===== src/rtl/pcm_to_pdm_pkg.sv =====
// Shared types and constants for the PCM-to-PDM transmit path.
// LFSR constants are only consumed when PCM_TO_PDM_DITHER_EN is defined.
package pcm_to_pdm_pkg;

  typedef enum logic {
    IDLE = 1'b0,
    RUN  = 1'b1
  } state_t;

  // Fibonacci taps 16,14,13,11 expressed as a mask over lfsr[15:0]
  localparam logic [15:0] LFSR_SEED = 16'hACE1;
  localparam logic [15:0] LFSR_TAPS = 16'hB400;

  function automatic int cnt_width(input int n);
    return (n > 1) ? $clog2(n) : 1;
  endfunction

endpackage


===== src/rtl/pcm_to_pdm_sd_mod_ch.sv =====
// One channel of the first-order sigma-delta modulator: an accumulator whose
// carry-out is the PDM bit. The residue carries across sample boundaries.
module sd_mod_ch #(
  parameter int BIT_WIDTH = 8
) (
  input  logic                 i_clk,
  input  logic                 i_rst_n,
  input  logic                 i_strobe,
  input  logic [BIT_WIDTH-1:0] i_sample,
  input  logic                 i_cin,
  output logic                 o_bit
);

  logic [BIT_WIDTH:0] r_acc;
  logic [BIT_WIDTH:0] w_sum;

  assign w_sum = {1'b0, r_acc[BIT_WIDTH-1:0]} + {1'b0, i_sample}
               + {{BIT_WIDTH{1'b0}}, i_cin};

  always_ff @(posedge i_clk or negedge i_rst_n) begin
    if (!i_rst_n) begin
      r_acc <= '0;
    end else if (i_strobe) begin
      r_acc <= w_sum;
    end
  end

  // The registered carry-out only moves on a strobe, so it is the output bit
  assign o_bit = r_acc[BIT_WIDTH];

endmodule


===== src/rtl/pcm_to_pdm.sv =====
// PCM-to-PDM converter: pdm_clk divider, one-entry sample buffer, IDLE/RUN
// sequencing and NUM_CHANNELS modulators. Define PCM_TO_PDM_DITHER_EN for LFSR dither.
module pcm_to_pdm
  import pcm_to_pdm_pkg::*;
#(
  parameter int BIT_WIDTH          = 8,
  parameter int NUM_CHANNELS       = 9,
  parameter int PDM_CLK_DEC_FACTOR = 12,
  parameter int OSR                = 128
) (
  input  logic                              clk,
  input  logic                              rst_n,
  input  logic [NUM_CHANNELS*BIT_WIDTH-1:0] pcm_data,
  input  logic                              pcm_valid,
  output logic                              pcm_ready,
  output logic                              pdm_clk,
  output logic [NUM_CHANNELS-1:0]           pdm_out,
  output logic                              sample_tick,
  output logic                              underrun
);

  localparam int DIV_W = cnt_width(PDM_CLK_DEC_FACTOR);
  localparam int BIT_W = cnt_width(OSR);

  logic [DIV_W-1:0]                  r_div;
  logic                              r_pdm_clk;
  logic [BIT_W-1:0]                  r_bitcnt;
  state_t                            r_state;
  state_t                            w_state_nxt;
  logic                              r_pend_valid;
  logic                              r_ready;
  logic [NUM_CHANNELS*BIT_WIDTH-1:0] r_pend_data;
  logic [NUM_CHANNELS*BIT_WIDTH-1:0] r_cur;
  logic                              r_tick;
  logic                              r_underrun;

  logic                              w_wrap;
  logic                              w_strobe;
  logic                              w_last;
  logic                              w_accept;
  logic                              w_load;
  logic                              w_underrun;
  logic                              w_mod_en;
  logic                              w_cin;
  logic [NUM_CHANNELS*BIT_WIDTH-1:0] w_sample_src;

  assign w_wrap   = (r_div == DIV_W'(PDM_CLK_DEC_FACTOR - 1));
  assign w_strobe = w_wrap & r_pdm_clk;
  assign w_last   = (r_bitcnt == BIT_W'(OSR - 1));
  assign w_accept = pcm_valid & r_ready;

  always_ff @(posedge clk or negedge rst_n) begin
    if (!rst_n) begin
      r_div     <= '0;
      r_pdm_clk <= 1'b0;
    end else begin
      r_div <= w_wrap ? '0 : r_div + 1'b1;
      if (w_wrap) r_pdm_clk <= ~r_pdm_clk;
    end
  end

  always_ff @(posedge clk or negedge rst_n) begin
    if (!rst_n) r_state <= IDLE;
    else        r_state <= w_state_nxt;
  end

  always_comb begin
    w_state_nxt = r_state;
    if (r_state == IDLE && w_strobe && r_pend_valid) w_state_nxt = RUN;
  end

  // A load strobe also emits the first bit of the new sample
  always_comb begin
    w_load     = 1'b0;
    w_underrun = 1'b0;
    w_mod_en   = 1'b0;
    case (r_state)
      IDLE: begin
        w_load   = w_strobe & r_pend_valid;
        w_mod_en = w_strobe & r_pend_valid;
      end
      RUN: begin
        w_load     = w_strobe & w_last & r_pend_valid;
        w_underrun = w_strobe & w_last & ~r_pend_valid;
        w_mod_en   = w_strobe;
      end
      default: ;
    endcase
  end

  always_ff @(posedge clk or negedge rst_n) begin
    if (!rst_n) begin
      r_bitcnt     <= '0;
      r_pend_valid <= 1'b0;
      r_ready      <= 1'b1;
      r_pend_data  <= '0;
      r_cur        <= '0;
      r_tick       <= 1'b0;
      r_underrun   <= 1'b0;
    end else begin
      if (r_state == RUN && w_strobe) r_bitcnt <= r_bitcnt + 1'b1;
      if (w_accept) begin
        r_pend_valid <= 1'b1;
        r_ready      <= 1'b0;
        r_pend_data  <= pcm_data;
      end else if (w_load) begin
        r_pend_valid <= 1'b0;
        r_ready      <= 1'b1;
      end
      if (w_load) r_cur <= r_pend_data;
      r_tick     <= w_load;
      r_underrun <= w_underrun;
    end
  end

  assign w_sample_src = w_load ? r_pend_data : r_cur;

`ifdef PCM_TO_PDM_DITHER_EN
  logic [15:0] r_lfsr;

  always_ff @(posedge clk or negedge rst_n) begin
    if (!rst_n)        r_lfsr <= LFSR_SEED;
    else if (w_strobe) r_lfsr <= {r_lfsr[14:0], ^(r_lfsr & LFSR_TAPS)};
  end

  assign w_cin = r_lfsr[0];
`else
  assign w_cin = 1'b0;
`endif

  for (genvar k = 0; k < NUM_CHANNELS; k++) begin : g_ch
    sd_mod_ch #(.BIT_WIDTH(BIT_WIDTH)) u_ch (
      .i_clk    (clk),
      .i_rst_n  (rst_n),
      .i_strobe (w_mod_en),
      .i_sample (w_sample_src[k*BIT_WIDTH +: BIT_WIDTH]),
      .i_cin    (w_cin),
      .o_bit    (pdm_out[k])
    );
  end

  assign pcm_ready   = r_ready;
  assign pdm_clk     = r_pdm_clk;
  assign sample_tick = r_tick;
  assign underrun    = r_underrun;

endmodule


===== config.mk =====
export PLATFORM = sky130hd
export DESIGN_NAME = pcm_to_pdm
export DESIGN_NICKNAME = d
export VERILOG_FILES = /design/src/rtl/pcm_to_pdm_pkg.sv /design/src/rtl/pcm_to_pdm_sd_mod_ch.sv /design/src/rtl/pcm_to_pdm.sv
export SDC_FILE = /design/constraint.sdc
export NUM_CORES = 1
export LEC_CHECK = 0
export CAP_MARGIN = 0
export CORE_MARGIN = 2
export CORE_UTILIZATION = 61
export CTS_BUF_LIST = sky130_fd_sc_hd__clkbuf_8
export DETAILED_ROUTE_END_ITERATION = 6
export PLACE_DENSITY = 0.86
export SYNTH_ARGS = -nofsm -noshare
export SYNTH_HDL_FRONTEND = slang
export SYNTH_HIERARCHICAL = 1
export SYNTH_SLANG_ARGS = --single-unit

===== constraint.sdc =====
create_clock -name clk -period 4.77 [get_ports clk]
set_input_delay 1.1925 -clock clk [delete_from_list [all_inputs] [get_ports clk]]
set_output_delay 1.1925 -clock clk [all_outputs]
set_load 0.1 [all_outputs]

==> flow_metrics.tcl, run 1 <==
set metrics [dict create \
    status "complete, no violations" \
    worst_slack_ns 0.952 \
    drive_above_1_share_pct 24.5 \
    period_share_pct 80.0 \
    track_usage_pct 21.7 \
    hold_class "reg -> reg" \
    hold_viol 0 \
    overflow 0 \
    io_pins 88 \
    die_h_um 148 \
    cts_setup_buffers 0 \
    dr.max_layer_used "met4" \
    placed_cells 1356 \
    tightest_slew_ns 1.06 \
    cts_resized 0 \
    cts_root_buffer "clkbuf_8" \
    drt-initial-drc-count 323 \
    clock.fmax_mhz 262 \
    ys_top_cells_by_area "dfrtp_1 47%, mux2_2 10%, ha_1 6.4%" \
    via_count 8207 \
    fin_nets 1286 \
    yosysSeqAreaShare_pct 47.7 \
    critPathArrivalTime_ns 4.23 \
    hold_buffers 0 \
    drv_cap 0 \
    synth_seq_cells 242 \
    rsz0062_at_grt "no" \
    synthCells 1022 \
    ys_top_cells_by_count "241 x dfrtp_1, 116 x mux2_2, 65 x ha_1" \
    gp_congestion 0.823 \
    die_w_um 148 \
    vdd_drop_max_mv 0.310 \
    synth_area_per_cell_um2 12.4 \
    initial_core_util_pct 62.4 \
    tns_ns 0 \
    r2r_cells 11 \
    diodes 0 \
    yosysTopAreaCell "dfrtp_1" \
    hpwl_um 15400 \
    synth_cell_types 51 \
    dr_wl_met2_um 10800 \
    finalSetupViolCount 0 \
    rows 52 \
    post-place-ws_ns 0.947 \
    synth_top_flop_cell "dfrtp_1" \
    end_kind "register" \
    routed_via_density 5.75 \
    grt_pass1_vias 8463 \
    powerDensity_nw_per_um2 559 \
    grt_start_max_net_pins 117 \
    cp_max_fo 21 \
    drc_errors 0 \
    cts.sinks 242 \
    clock_latency_ns 0.53 \
    finalClockSkew_ns 0.0189 \
    p_leak_nw 6.66 \
    synth_most_common_cell "dfrtp_1" \
    synth_edf_count 0 \
    antenna_found_initial 0 \
    clk_pin_slew_ns 0.06 \
    io_buffers 87 \
    start_kind "register" \
    synth_top_area_share_pct 47.5 \
    syn_to_final_growth_pct 15.5 \
    cts_tree "done" \
    max_slew_margin_pct 29.5 \
    yosys_warnings 6 \
    dieArea_um2 22000 \
    syn_area_um2 12700 \
    crit_type "reg -> reg" \
    cts.path.max_buffers 3 \
    whs_ns 0.462 \
    crit_required_ns 5.18 \
    wl_met3_um 938 \
    worstHoldPathCells 1 \
    grt_pass1_wl_um 39800 \
    drt-met1-wl_um 10900 \
    numCtsBuffers 40 \
    async_flop_share_pct 100 \
    stdcell_count 1428 \
    drtAntennaViolNets 0 \
    p_total_w 0.00821 \
    core-area_um2 20400 \
    wirelength_um 23000 \
    htree_levels 2 \
    period_minus_slack_ns 3.82 \
    wl_per_cell_um 16.1 \
    dr.pass1.iters 4 \
    final-max-slew-violation-count 0 \
    fill_cells 1344 \
]
logic make-up after synthesis:
logic type | synth area share [%]
AO/OA/AOI/OAI | 13.5
XOR/XNOR | 1.79
adder cells (fa/ha/maj) | 9.23
buffers and inverters | 2.81
flip-flops | 47.7
multiplexers | 18.0
other | 0.0295
AND/OR/NAND/NOR | 6.99
power breakdown:
group          internal, W  switching [W]  total, W  leakage [nW]
clock              0.00110       0.000796   0.00189         0.490
sequential         0.00261       0.000314   0.00292          2.94
combinational      0.00151        0.00188   0.00339          3.23
cell type report:
cell class / instances / area (um^2) / share of cell area, %
Sequential cell: 242 / 6060 / 41.3
Timing Repair Buffer: 98 / 971 / 6.61
Inverter: 28 / 105 / 0.716
Clock buffer: 53 / 729 / 4.97
Multi-Input combinational cell: 718 / 6350 / 43.2
Clock inverter: 19 / 131 / 0.895
Tap cell: 270 / 338 / 2.30
metal layers:
| metal | GRT usage, % | vias to the layer above |
|---|---|---|
| li1 | - | 3952 |
| met1 | 31.2 | 4053 |
| met2 | 34.6 | 162 |
| met3 | 3.90 | 40 |
| met4 | 5.81 | 0 |
| met5 | 0 | - |
critical path, cell delays in order (launching register included):
cell,delay [ns]
dfrtp_1,0.37
ha_1,0.24
and4b_2,0.33
nand3_4,0.38
buf_4,0.38
mux2_4,0.34
fa_1,0.49
fa_1,0.45
a211oi_1,0.33
o21bai_1,0.16
o21ai_0,0.17
a21oi_1,0.08
layout by cell type, fill, tap and decap left out, types with 3 or more instances in the layout:
cell             instances
a211oi_1                26
a211oi_2                10
a21o_1                  13
a21o_2                   5
a21oi_1                 55
and2b_1                  3
buf_4                   10
clkbuf_8                53
clkdlybuf4s50_1         86
conb_1                   9
dfrtp_1                241
fa_1                    18
ha_1                    65
inv_1                   42
mux2_1                   8
mux2_2                 116
mux2_4                  47
mux2i_1                 18
nand2_1                 34
nand2b_1                 4
nand3_1                 14
nand3b_1                15
nand4b_1                17
nor2_1                  40
nor2b_1                 14
nor3_1                   4
nor3b_1                  8
o211ai_1                17
o21ai_0                 61
o21ai_1                  7
o21ai_2                 16
o21bai_2                 7
o22ai_1                 16
o32ai_2                  8
xnor2_1                 14
xor2_1                  12
worst paths after layout:
path / from / endpoint / slack [ns]
worst max register to register: r_div[0] / g_ch[6].u_ch/r_acc[8] / 0.95
min in group asynchronous: rst_n / g_ch[3].u_ch/r_acc[8] / 0.70
worst min-delay path: r_div[0] / r_div[0] / 0.46
max in group asynchronous: rst_n / r_pend_data[10] / 3.08
worst min register to register: r_div[0] / r_div[0] / 0.46
worst max-delay path: r_div[0] / g_ch[6].u_ch/r_acc[8] / 0.95
registers in the layout (all words and copies together), names as in the netlist:
signal           cells
g_ch.u_ch/r_acc     81
r_cur               72
r_pend_data         72
r_bitcnt             7
r_div                4
pcm_ready            1
pdm_clk              1
r_pend_valid         1
r_state              1
sample_tick          1
underrun             1
stage by stage:
stage | util [%] | instance area (um^2)
3_3_place_gp | 67.9 | 13800
3_5_place_dp | 67.9 | 13800
5_1_grt | 72.1 | 14700
6_report | 72.1 | 14700
4_1_cts | 72.1 | 14700
2_1_floorplan | - | 12700
Note: power is estimated with default switching activity, not from simulation.
==> run 2, diff against run 1 <==
Settings changed: CORE_UTILIZATION 61 to 55, PLACE_DENSITY 0.86 to 0.82.
Clock period 4.77 ns to 3.5 ns, I/O delays scaled along.
==> flow_metrics.tcl, run 2 (same netlist as run 1, synthesis figures left out) <==
set metrics [dict create \
    end_kind "register" \
    cts_root_buffer "clkbuf_8" \
    worst_slack_ns 0.122 \
    clock_latency_ns 0.54 \
    cts.path.max_buffers 3 \
    track_usage_pct 20.3 \
    max_slew_margin_pct 43.9 \
    gp_congestion 0.820 \
    grt_start_max_net_pins 107 \
    crit_family "adder cells" \
    rr_startpoint "r_div[0]" \
    fill_cells 1661 \
    p_leak_nw 6.77 \
    largest_reg_flops 81 \
    drv_cap 0 \
    postLayoutCellArea_um2 14900 \
    seqCellArea_um2 6060 \
    syn_to_final_growth_pct 17.1 \
    drt-initial-drc-count 300 \
    wl_per_cell_um 16.7 \
    path_cells "ha_1 > and4b_2 > nand3_4 > buf_12 > mux2_4 > fa_1 > fa_2 > a211oi_2 > o21bai_1 > nand4b_1 > o211ai_1" \
    status "complete, no violations" \
    die_w_um 156 \
    crit_type "reg -> reg" \
    dr.pass1.iters 4 \
    hold_viol 0 \
    antenna_found_initial 0 \
    routed_via_density 5.72 \
    cts_tree "done" \
    drtAntennaViolNets 0 \
    final-max-slew-violation-count 0 \
    clk_pin_slew_ns 0.06 \
    numCtsBuffers 41 \
    reg2reg_slack_ns 0.12 \
    cts.sinks 242 \
    die_h_um 156 \
    period_share_pct 96.5 \
    start_kind "register" \
    r2r_cells 11 \
    top_regs "g_ch.u_ch/r_acc x81, r_cur x72, r_pend_data x72" \
    htree_levels 2 \
    period_minus_slack_ns 3.38 \
    via_count 8304 \
    final_common_cell "dfrtp_1" \
    tightest_slew_ns 0.842 \
    largest_register "g_ch.u_ch/r_acc" \
    clock.fmax_mhz 296 \
    drc_errors 0 \
    initial_core_util_pct 56.1 \
    cts_setup_buffers 0 \
    grt_pass1_vias 8459 \
    powerDensity_nw_per_um2 763 \
    place_area_um2 13900 \
    finalSetupViolCount 0 \
    rows 55 \
    crit_required_ns 3.90 \
    grt_pass1_wl_um 40400 \
    diodes 0 \
    rsz0062_at_grt "yes" \
    io_buffers 87 \
    max_stage_delay_ns 0.49 \
    cp_max_fo 11 \
    worst-path-buf-inv 1 \
    hold_class "in -> async" \
    core-area_um2 22600 \
    overflow 0 \
    critPathArrivalTime_ns 3.78 \
    final_cell_mix "240 x dfrtp_1, 116 x mux2_2, 73 x clkdlybuf4s50_1" \
    hpwl_um 16300 \
    vdd_drop_max_mv 0.505 \
    io_pins 88 \
    finalClockSkew_ns 0.0138 \
    drive_above_1_share_pct 27.4 \
    reg2reg_to "g_ch[6].u_ch/r_acc[6]" \
    dieArea_um2 24300 \
    wirelength_um 24300 \
    slowest_stage "fa_1" \
    multi_input_area_um2 6400 \
    post-place-ws_ns 0.0446 \
    fin_nets 1292 \
]
==> run 2: cell count changes in the layout (fill, tap and decap cells not counted), moves of 2 or more <==
| cell | previous run | this run |
|---|---|---|
| fa_2 | 0 | 8 |
| clkbuf_8 | 53 | 51 |
| inv_1 | 42 | 44 |
| fa_1 | 18 | 10 |
| inv_6 | 0 | 2 |
| clkdlybuf4s50_1 | 86 | 73 |
| clkinv_2 | 0 | 2 |
| buf_12 | 1 | 7 |
| a211oi_2 | 10 | 17 |
| buf_4 | 10 | 21 |
| a211oi_1 | 26 | 19 |
==> run 2: worst max-delay path by stage <==
| stage | startpoint | endpoint | cells past startpoint |
|---|---|---|---|
| final | r_div[0] | g_ch[6].u_ch/r_acc[6] | 11 |
| after global routing | r_div[0] | g_ch[6].u_ch/r_acc[8] | 11 |
| after CTS | r_div[0] | g_ch[6].u_ch/r_acc[8] | 11 |
| after detailed placement | r_div[0] | g_ch[6].u_ch/r_acc[6] | 11 |
| after global placement | r_div[0] | g_ch[2].u_ch/r_acc[8] | 11 |
| after floorplan | pdm_clk | g_ch[0].u_ch/r_acc[6] | 10 |
==> run 2: per-stage QoR <==
stage          utilization [%]  power [W]  hold slack [ns]  instances  TNS, ns
6_report                  65.7     0.0114            0.355       1452        0
5_1_grt                   65.7     0.0121            0.420       1452   -0.183
4_1_cts                   65.4     0.0114            0.407       1451        0
3_5_place_dp              61.4    0.00859            0.452       1375        0
3_3_place_gp              61.4    0.00840            0.447       1375        0
2_1_floorplan                -    0.00760            0.432       1030        0
==> run 2: timing repair <==
action	CTS	global route
resized for setup	0	15
hold buffers	0	0
setup endpoints to repair	0	18
==> run 2: area by class of cell <==
class                      instances  area share, %
tap                              285           2.40
sequential                       242           40.7
clock inverter                    25           1.27
multi-input combinational        718           43.0
inverter                          28          0.706
timing repair buffer             103           7.18
clock buffer                      51           4.72
==> run 2: report_power, final <==
part	internal (W)	leakage (nW)	switching (W)	total [W]
combinational	0.00208	3.31	0.00260	0.00468
sequential	0.00355	2.94	0.000442	0.00399
clock	0.00154	0.517	0.00114	0.00268
total	0.00718	6.77	0.00418	0.0114
==> run 2: metal layers <==
metal	share of wire, %	global-route usage [%]	wire length, um	vias up
li1	-	-	-	3979
met1	46	27.4	11100	4112
met2	48	33.1	11700	164
met3	4.0	3.89	980	49
met4	2.2	6.77	542	0
met5	0	0	0	-
==> run 3, diff against run 2 <==
Settings changed: ABC_AREA set to 1.
==> flow_metrics.tcl, run 3 <==
set metrics [dict create \
    status "complete, no violations" \
    cts_resized 0 \
    max_stage_delay_ns 0.48 \
    io_pins 88 \
    clock.fmax_mhz 316 \
    cts.sinks 242 \
    vdd_drop_max_mv 0.602 \
    synth_cell_types 35 \
    drt-initial-drc-count 704 \
    synth_top_area_share_pct 47.8 \
    cts_setup_buffers 0 \
    cpMostUsedCell "nand2_1" \
    async_flop_share_pct 100 \
    finalClockSkew_ns 0.0117 \
    die_w_um 155 \
    die_h_um 155 \
    hold_class "in -> async" \
    final_common_cell "nand2_1" \
    synth_most_common_cell "nand2_1" \
    core-area_um2 22600 \
    synthCells 1555 \
    antenna_found_initial 0 \
    cts_tree "done" \
    htree_levels 2 \
    hold_buffers 0 \
    period_minus_slack_ns 3.16 \
    routed_via_density 5.15 \
    tns_ns 0 \
    dr.pass1.iters 5 \
    largest_reg_flops 81 \
    tightest_slew_ns 0.809 \
    grt_pass1_wl_um 45800 \
    cts_root_buffer "clkbuf_8" \
    synth_area_per_cell_um2 8.11 \
    powerDensity_nw_per_um2 861 \
    initial_core_util_pct 55.9 \
    drive_above_1_share_pct 8.87 \
    clk_pin_slew_ns 0.06 \
    worst_slack_ns 0.336 \
    largest_register "g_ch.u_ch/r_acc" \
    yosysSeqAreaShare_pct 48.0 \
    wirelength_um 26300 \
    drc_errors 0 \
    gp_congestion 0.866 \
    grt_start_max_net_pins 75 \
    p_seq_share_pct 36.2 \
    synth_seq_cells 242 \
    crit_type "reg -> reg" \
    ys_top_cells_by_count "725 x nand2_1, 241 x dfrtp_1, 150 x nand3_1" \
    grt_pass1_vias 10100 \
    drtAntennaViolNets 0 \
    switchingPower_w 0.00513 \
    swShare_pct 40.8 \
    synth_top_flop_cell "dfrtp_1" \
    slowest_stage "fa_1" \
    cp_max_fo 24 \
    cts.path.max_buffers 3 \
    rsz0062_at_grt "no" \
    clock_latency_ns 0.53 \
    post-place-ws_ns 0.377 \
    diodes 0 \
    final_cell_mix "723 x nand2_1, 241 x dfrtp_1, 150 x nand3_1" \
    drv_cap 0 \
    rows 55 \
    start_kind "register" \
    p_leak_nw 7.86 \
    ys_top_cells_by_area "dfrtp_1 48%, nand2_1 22%, ha_1 6.4%" \
    syn_to_final_growth_pct 15.6 \
    crit_required_ns 3.96 \
    max_slew_margin_pct 46.0 \
    hold_viol 0 \
    path_cells "ha_1 > inv_2 > nor2_2 > nand2_2 > nand2_4 > nand2_2 > buf_12 > nand2_1 > nand2_1 > fa_1 > fa_1 > nand2_1 > nand2_1 > nand3b_1 > nand2_1 > nand2_1 > nand3_1 > nand2_1" \
    pwr-share-comb_pct 44.5 \
    wl_per_cell_um 13.3 \
    final-max-slew-violation-count 0 \
    numCtsBuffers 40 \
    hpwl_um 17700 \
    period_share_pct 90.4 \
    critPathArrivalTime_ns 3.63 \
    syn_area_um2 12600 \
    end_kind "register" \
    track_usage_pct 22.8 \
    via_count 10200 \
    yosys_warnings 6 \
    fin_nets 1825 \
    synth_edf_count 0 \
    dieArea_um2 24200 \
    power.internal_w 0.00743 \
    io_buffers 87 \
    finalSetupViolCount 0 \
    clockPowerShare_pct 19.3 \
    yosysTopAreaCell "dfrtp_1" \
    top_regs "g_ch.u_ch/r_acc x81, r_cur x72, r_pend_data x72" \
    overflow 0 \
]
## run 3: changes by cell type in the layout (fill, tap and decap cells not counted), moves of 47 or more
| cell | delta |
|---|---|
| mux2_2 | -116 |
| nand3_1 | +136 |
| nand2_1 | +689 |
| inv_1 | +70 |
| mux2_4 | -47 |
| o21ai_0 | -51 |
## run 3: worst paths after layout
| kind | start | endpoint | slack, ns | cells past startpoint |
|---|---|---|---|---|
| setup reg to reg | r_bitcnt[0] | g_ch[3].u_ch/r_acc[6] | 0.34 | 18 |
| max in group asynchronous | rst_n | r_pend_data[11] | 2.34 | 2 |
| hold reg to reg | r_cur[39] | r_cur[39] | 0.47 | 2 |
| setup / recovery | r_bitcnt[0] | g_ch[3].u_ch/r_acc[6] | 0.34 | 18 |
| min in group clk | r_cur[39] | r_cur[39] | 0.47 | 2 |
| hold / removal | rst_n | r_pend_data[41] | 0.32 | 1 |
## run 3: routing by layer
layer | share of wire (%) | global-route usage [%] | wire, um | vias up
li1 | - | - | - | 5121
met4 | 1.8 | 6.68 | 472 | 0
met1 | 45 | 30.4 | 11900 | 4789
met2 | 48 | 38.3 | 12700 | 238
met5 | 0 | 0 | 0 | -
met3 | 4.8 | 4.12 | 1280 | 41
## run 3: power by group through the flow
| stage | clock network [W] | logic, W | registers [W] |
|---|---|---|---|
| finish | 0.00242 | 0.00559 | 0.00455 |
| global route | 0.00261 | 0.00645 | 0.00468 |
| CTS | 0.00248 | 0.00559 | 0.00455 |
| detailed placement | 0 | 0.00553 | 0.00457 |
| global placement | 0 | 0.00529 | 0.00453 |
| floorplan | 0 | 0.00416 | 0.00473 |
## run 3: logic make-up after synthesis
logic type,Yosys count,share of synthesized area (%)
simple gates,978,32.3
buf+inv,167,5.97
xor+xnor,5,0.347
fa+ha+maj,83,9.30
other cells,1,0.0297
flops,242,48.0
compound gates,79,4.06
## run 3: worst max-delay path: cells and delay by family, from the launching register on
family                     cells  cell delay, ns
DFF                            1            0.43
adders and majority gates      3            1.15
and+or+nand+nor               13            1.22
buffers and inverters          2            0.28
## run 3: stage by stage
step | hold WS [ns] | instances | area (um^2) | util, % | power (W)
after floorplan | 0.430 | 1563 | 12600 | - | 0.00889
final | 0.320 | 1977 | 14600 | 64.6 | 0.0126
after CTS | 0.314 | 1977 | 14600 | 64.6 | 0.0126
after detailed placement | 0.461 | 1910 | 13800 | 61.1 | 0.0101
after global placement | 0.440 | 1910 | 13800 | 61.1 | 0.00982
after global routing | 0.334 | 1977 | 14600 | 64.6 | 0.0137
## run 3: layout make-up
type                    instances  area (um^2)
inverters                     120          450
fillers                      1847         7990
well taps                     285          357
multi-input cells            1154         5860
repair buffers                109         1070
flip-flops and latches        242         6060
clock inverters                13         50.0
clock buffers                  54          743
==> edit (flow settings as in run 1) <==
Add a define of `PCM_TO_PDM_DITHER_EN`.
--- a/src/rtl/pcm_to_pdm.sv
+++ b/src/rtl/pcm_to_pdm.sv
@@ -1,5 +1,7 @@
 // PCM-to-PDM converter: pdm_clk divider, one-entry sample buffer, IDLE/RUN
 // sequencing and NUM_CHANNELS modulators. Define PCM_TO_PDM_DITHER_EN for LFSR dither.
+`define PCM_TO_PDM_DITHER_EN
+
 module pcm_to_pdm
   import pcm_to_pdm_pkg::*;
 #(
Behaviour: same outputs for any inputs over 10 cycles, from zero or initial values and one cycle with rst_n low; that may be too few to reach the edited logic, so the function may still have changed.
==> edit against run 1 <==
Synthesized cell count up 6.9%; first-iteration DRC count up 28%; sequential power about the same; count of clock-buffer cells in the layout up 6; die area up 4.8%; synthesized area up 5.0%; wire length up 10%; worst setup slack worse by 0.49 ns; sequential cell count up 16; power down 6.3%; design area up 4.8%; combinational power down 22%; largest cell class unchanged; highest routed layer unchanged.
==> edit: results (changes against run 1) <==
\begin{tabular}{lr}
\hline
Metric & Value \\
\hline
\multicolumn{2}{l}{\textbf{Routing}} \\
Total length of routed met3 wires & 1.18 mm (was 938 µm) \\
Starting DRC count in detailed routing & 412 (was 323) \\
Wire length per cell & 16.8 µm (was 16.1 µm) \\
Highest signal layer in the routed design & met4 (unchanged) \\
Detailed-routed wire length on met2 & 12.3 mm (was 10.8 mm) \\
WL met1 & 11.1 mm (was 10.9 mm) \\
Count of TritonRoute iterations in the first routing pass & 5 (was 4) \\
\multicolumn{2}{l}{\textbf{Critical path}} \\
Max stage delay on crit path & 0.58 ns (was 0.49 ns) \\
CP Data Arrival Time & 4.73 ns (was 4.23 ns) \\
Maximum fanout along the worst path & 19 (was 21) \\
Buffers \& Inverters on Critical Path & 1 (unchanged) \\
Slowest CP cell & and4b\_1 (was fa\_1) \\
\multicolumn{2}{l}{\textbf{Pwr}} \\
Pleak & 7.05 nW (was 6.66 nW) \\
Maximum VDD drop & 0.328 mV (was 0.310 mV) \\
\multicolumn{2}{l}{\textbf{Place}} \\
HPWL reported at the end of detailed placement & 16.6 mm (was 15.4 mm) \\
DP Area & 14400 µm² (was 13800 µm²) \\
Routability Congestion & 0.817 (was 0.823) \\
Cell total after placement & 1423 (was 1356) \\
\multicolumn{2}{l}{\textbf{Logic synthesis}} \\
Share of the synthesized netlist area taken by xor and xnor gates & 1.90\% (was 1.79\%) \\
List of most frequent post-synthesis cells & 249 x dfrtp\_1, 114 x mux2\_2, 85 x nand2\_1 (was 241 x dfrtp\_1, 116 x mux2\_2, 65 x ha\_1) \\
Synthesized-area fraction occupied by adder cells & 8.80\% (was 9.23\%) \\
Number of different library cells in the post-synthesis netlist & 46 (was 51) \\
Area fraction in compound gates after synthesis & 12.8\% (was 13.5\%) \\
Mux cell area share after synthesis & 17.2\% (was 18.0\%) \\
Register area share after synthesis & 48.5\% (was 47.7\%) \\
Synth area leaders & dfrtp\_1 47\%, mux2\_2 9.6\%, ha\_1 6.1\% (was dfrtp\_1 47\%, mux2\_2 10\%, ha\_1 6.4\%) \\
Syn\_area\_per\_cell & 12.2 µm² (was 12.4 µm²) \\
\multicolumn{2}{l}{\textbf{Finish}} \\
Number of filler instances in the final layout & 1476 (was 1344) \\
Share of layout cells above drive strength 1 & 24.6\% (was 24.5\%) \\
\multicolumn{2}{l}{\textbf{Timing}} \\
Worst Skew & 0.0288 ns (was 0.0189 ns) \\
Slew at the pin with the worst max-slew slack & 1.18 ns (was 1.06 ns) \\
\multicolumn{2}{l}{\textbf{Run status}} \\
Status & completed (unchanged) \\
\multicolumn{2}{l}{\textbf{Global route}} \\
Gr usage total & 22.4\% (was 21.7\%) \\
Vias in the first global route & 9181 (was 8463) \\
First-pass GRT wire length & 43.4 mm (was 39.8 mm) \\
\multicolumn{2}{l}{\textbf{CTS}} \\
Clock latency on the worst-skew pair & 0.56 ns (was 0.53 ns) \\
\hline
\end{tabular}
==> edit: cell count changes in the layout (fill, tap and decap cells not counted), moves of 3 or more <==
cell | run 1 | this run
xnor2_1 | 14 | 18
nand2_1 | 34 | 84
buf_4 | 10 | 7
o21ai_0 | 61 | 58
clkinv_2 | 0 | 10
dfstp_2 | 1 | 9
inv_1 | 42 | 39
clkbuf_8 | 53 | 59
nand3_1 | 14 | 11
conb_1 | 9 | 0
dfrtp_1 | 241 | 249
nand2b_1 | 4 | 0
==> edit: worst reg2reg max path: cells and delay by family, from the launching register on <==
kind	cells	cell delay, ns
compound gates	5	1.18
fa+ha+maj	3	1.19
mux	1	0.34
flops	1	0.37
buf+inv	1	0.27
simple gates	2	0.82
==> edit: path summary, 6_finish.rpt <==
| check | start | to | slack [ns] | cells after the start |
|---|---|---|---|---|
| worst max-delay path | r_div[0] | g_ch[5].u_ch/r_acc[8] | 0.46 | 12 |
| worst min-delay path | r_div[0] | r_div[0] | 0.46 | 1 |
| worst max register to register | r_div[0] | g_ch[5].u_ch/r_acc[8] | 0.46 | 12 |
| worst min register to register | r_div[0] | r_div[0] | 0.46 | 1 |
| max in group asynchronous | rst_n | r_pend_data[41] | 3.02 | 2 |
| min in group asynchronous | rst_n | r_pend_data[45] | 0.75 | 1 |
==> edit: metal layers <==
metal	up-vias	GRT usage [%]
met3	58	4.05
li1	4169	-
met2	203	36.5
met1	4417	30.4
met5	-	0
met4	0	8.63
==> edit: report_power, final <==
group | leakage, nW | switching [mW] | internal, mW
Combinational | 3.33 | 1.43 | 1.21
Sequential | 3.18 | 0.258 | 2.66
Clock | 0.540 | 0.908 | 1.22
Total | 7.05 | 2.60 | 5.09
==> edit: area by class of cell <==
class	count	area (µm²)	area share, %
Clock buffer	59	812	5.28
Timing Repair Buffer	96	968	6.29
Sequential cell	258	6470	42.0
Clock inverter	23	159	1.03
Tap cell	280	350	2.28
Multi-Input combinational cell	759	6520	42.4
Inverter	30	113	0.732
==> edit: kinds of logic (layout without fill, tap and decap cells) <==
| group | count (synthesis) | count (layout) |
|---|---|---|
| AOI/OAI and AO/OA | 248 | 248 |
| xor gates and xnor gates | 29 | 29 |
| adders and majority gates | 83 | 83 |
| buffers and inverters | 76 | 208 |
| DFF | 258 | 258 |
| muxes | 190 | 190 |
| and+or+nand+nor | 209 | 209 |
==> edit: metrics by stage <==
| step | util [%] | total power, mW | worst slack, ns |
|---|---|---|---|
| global route | 71.2 | 8.19 | 0.206 |
| CTS | 71.2 | 7.74 | 0.453 |
| floorplan | - | 4.96 | 0.773 |
| detailed placement | 66.7 | 5.57 | 0.493 |
| finish | 71.2 | 7.69 | 0.463 |
| global placement | 66.7 | 5.42 | 0.723 |
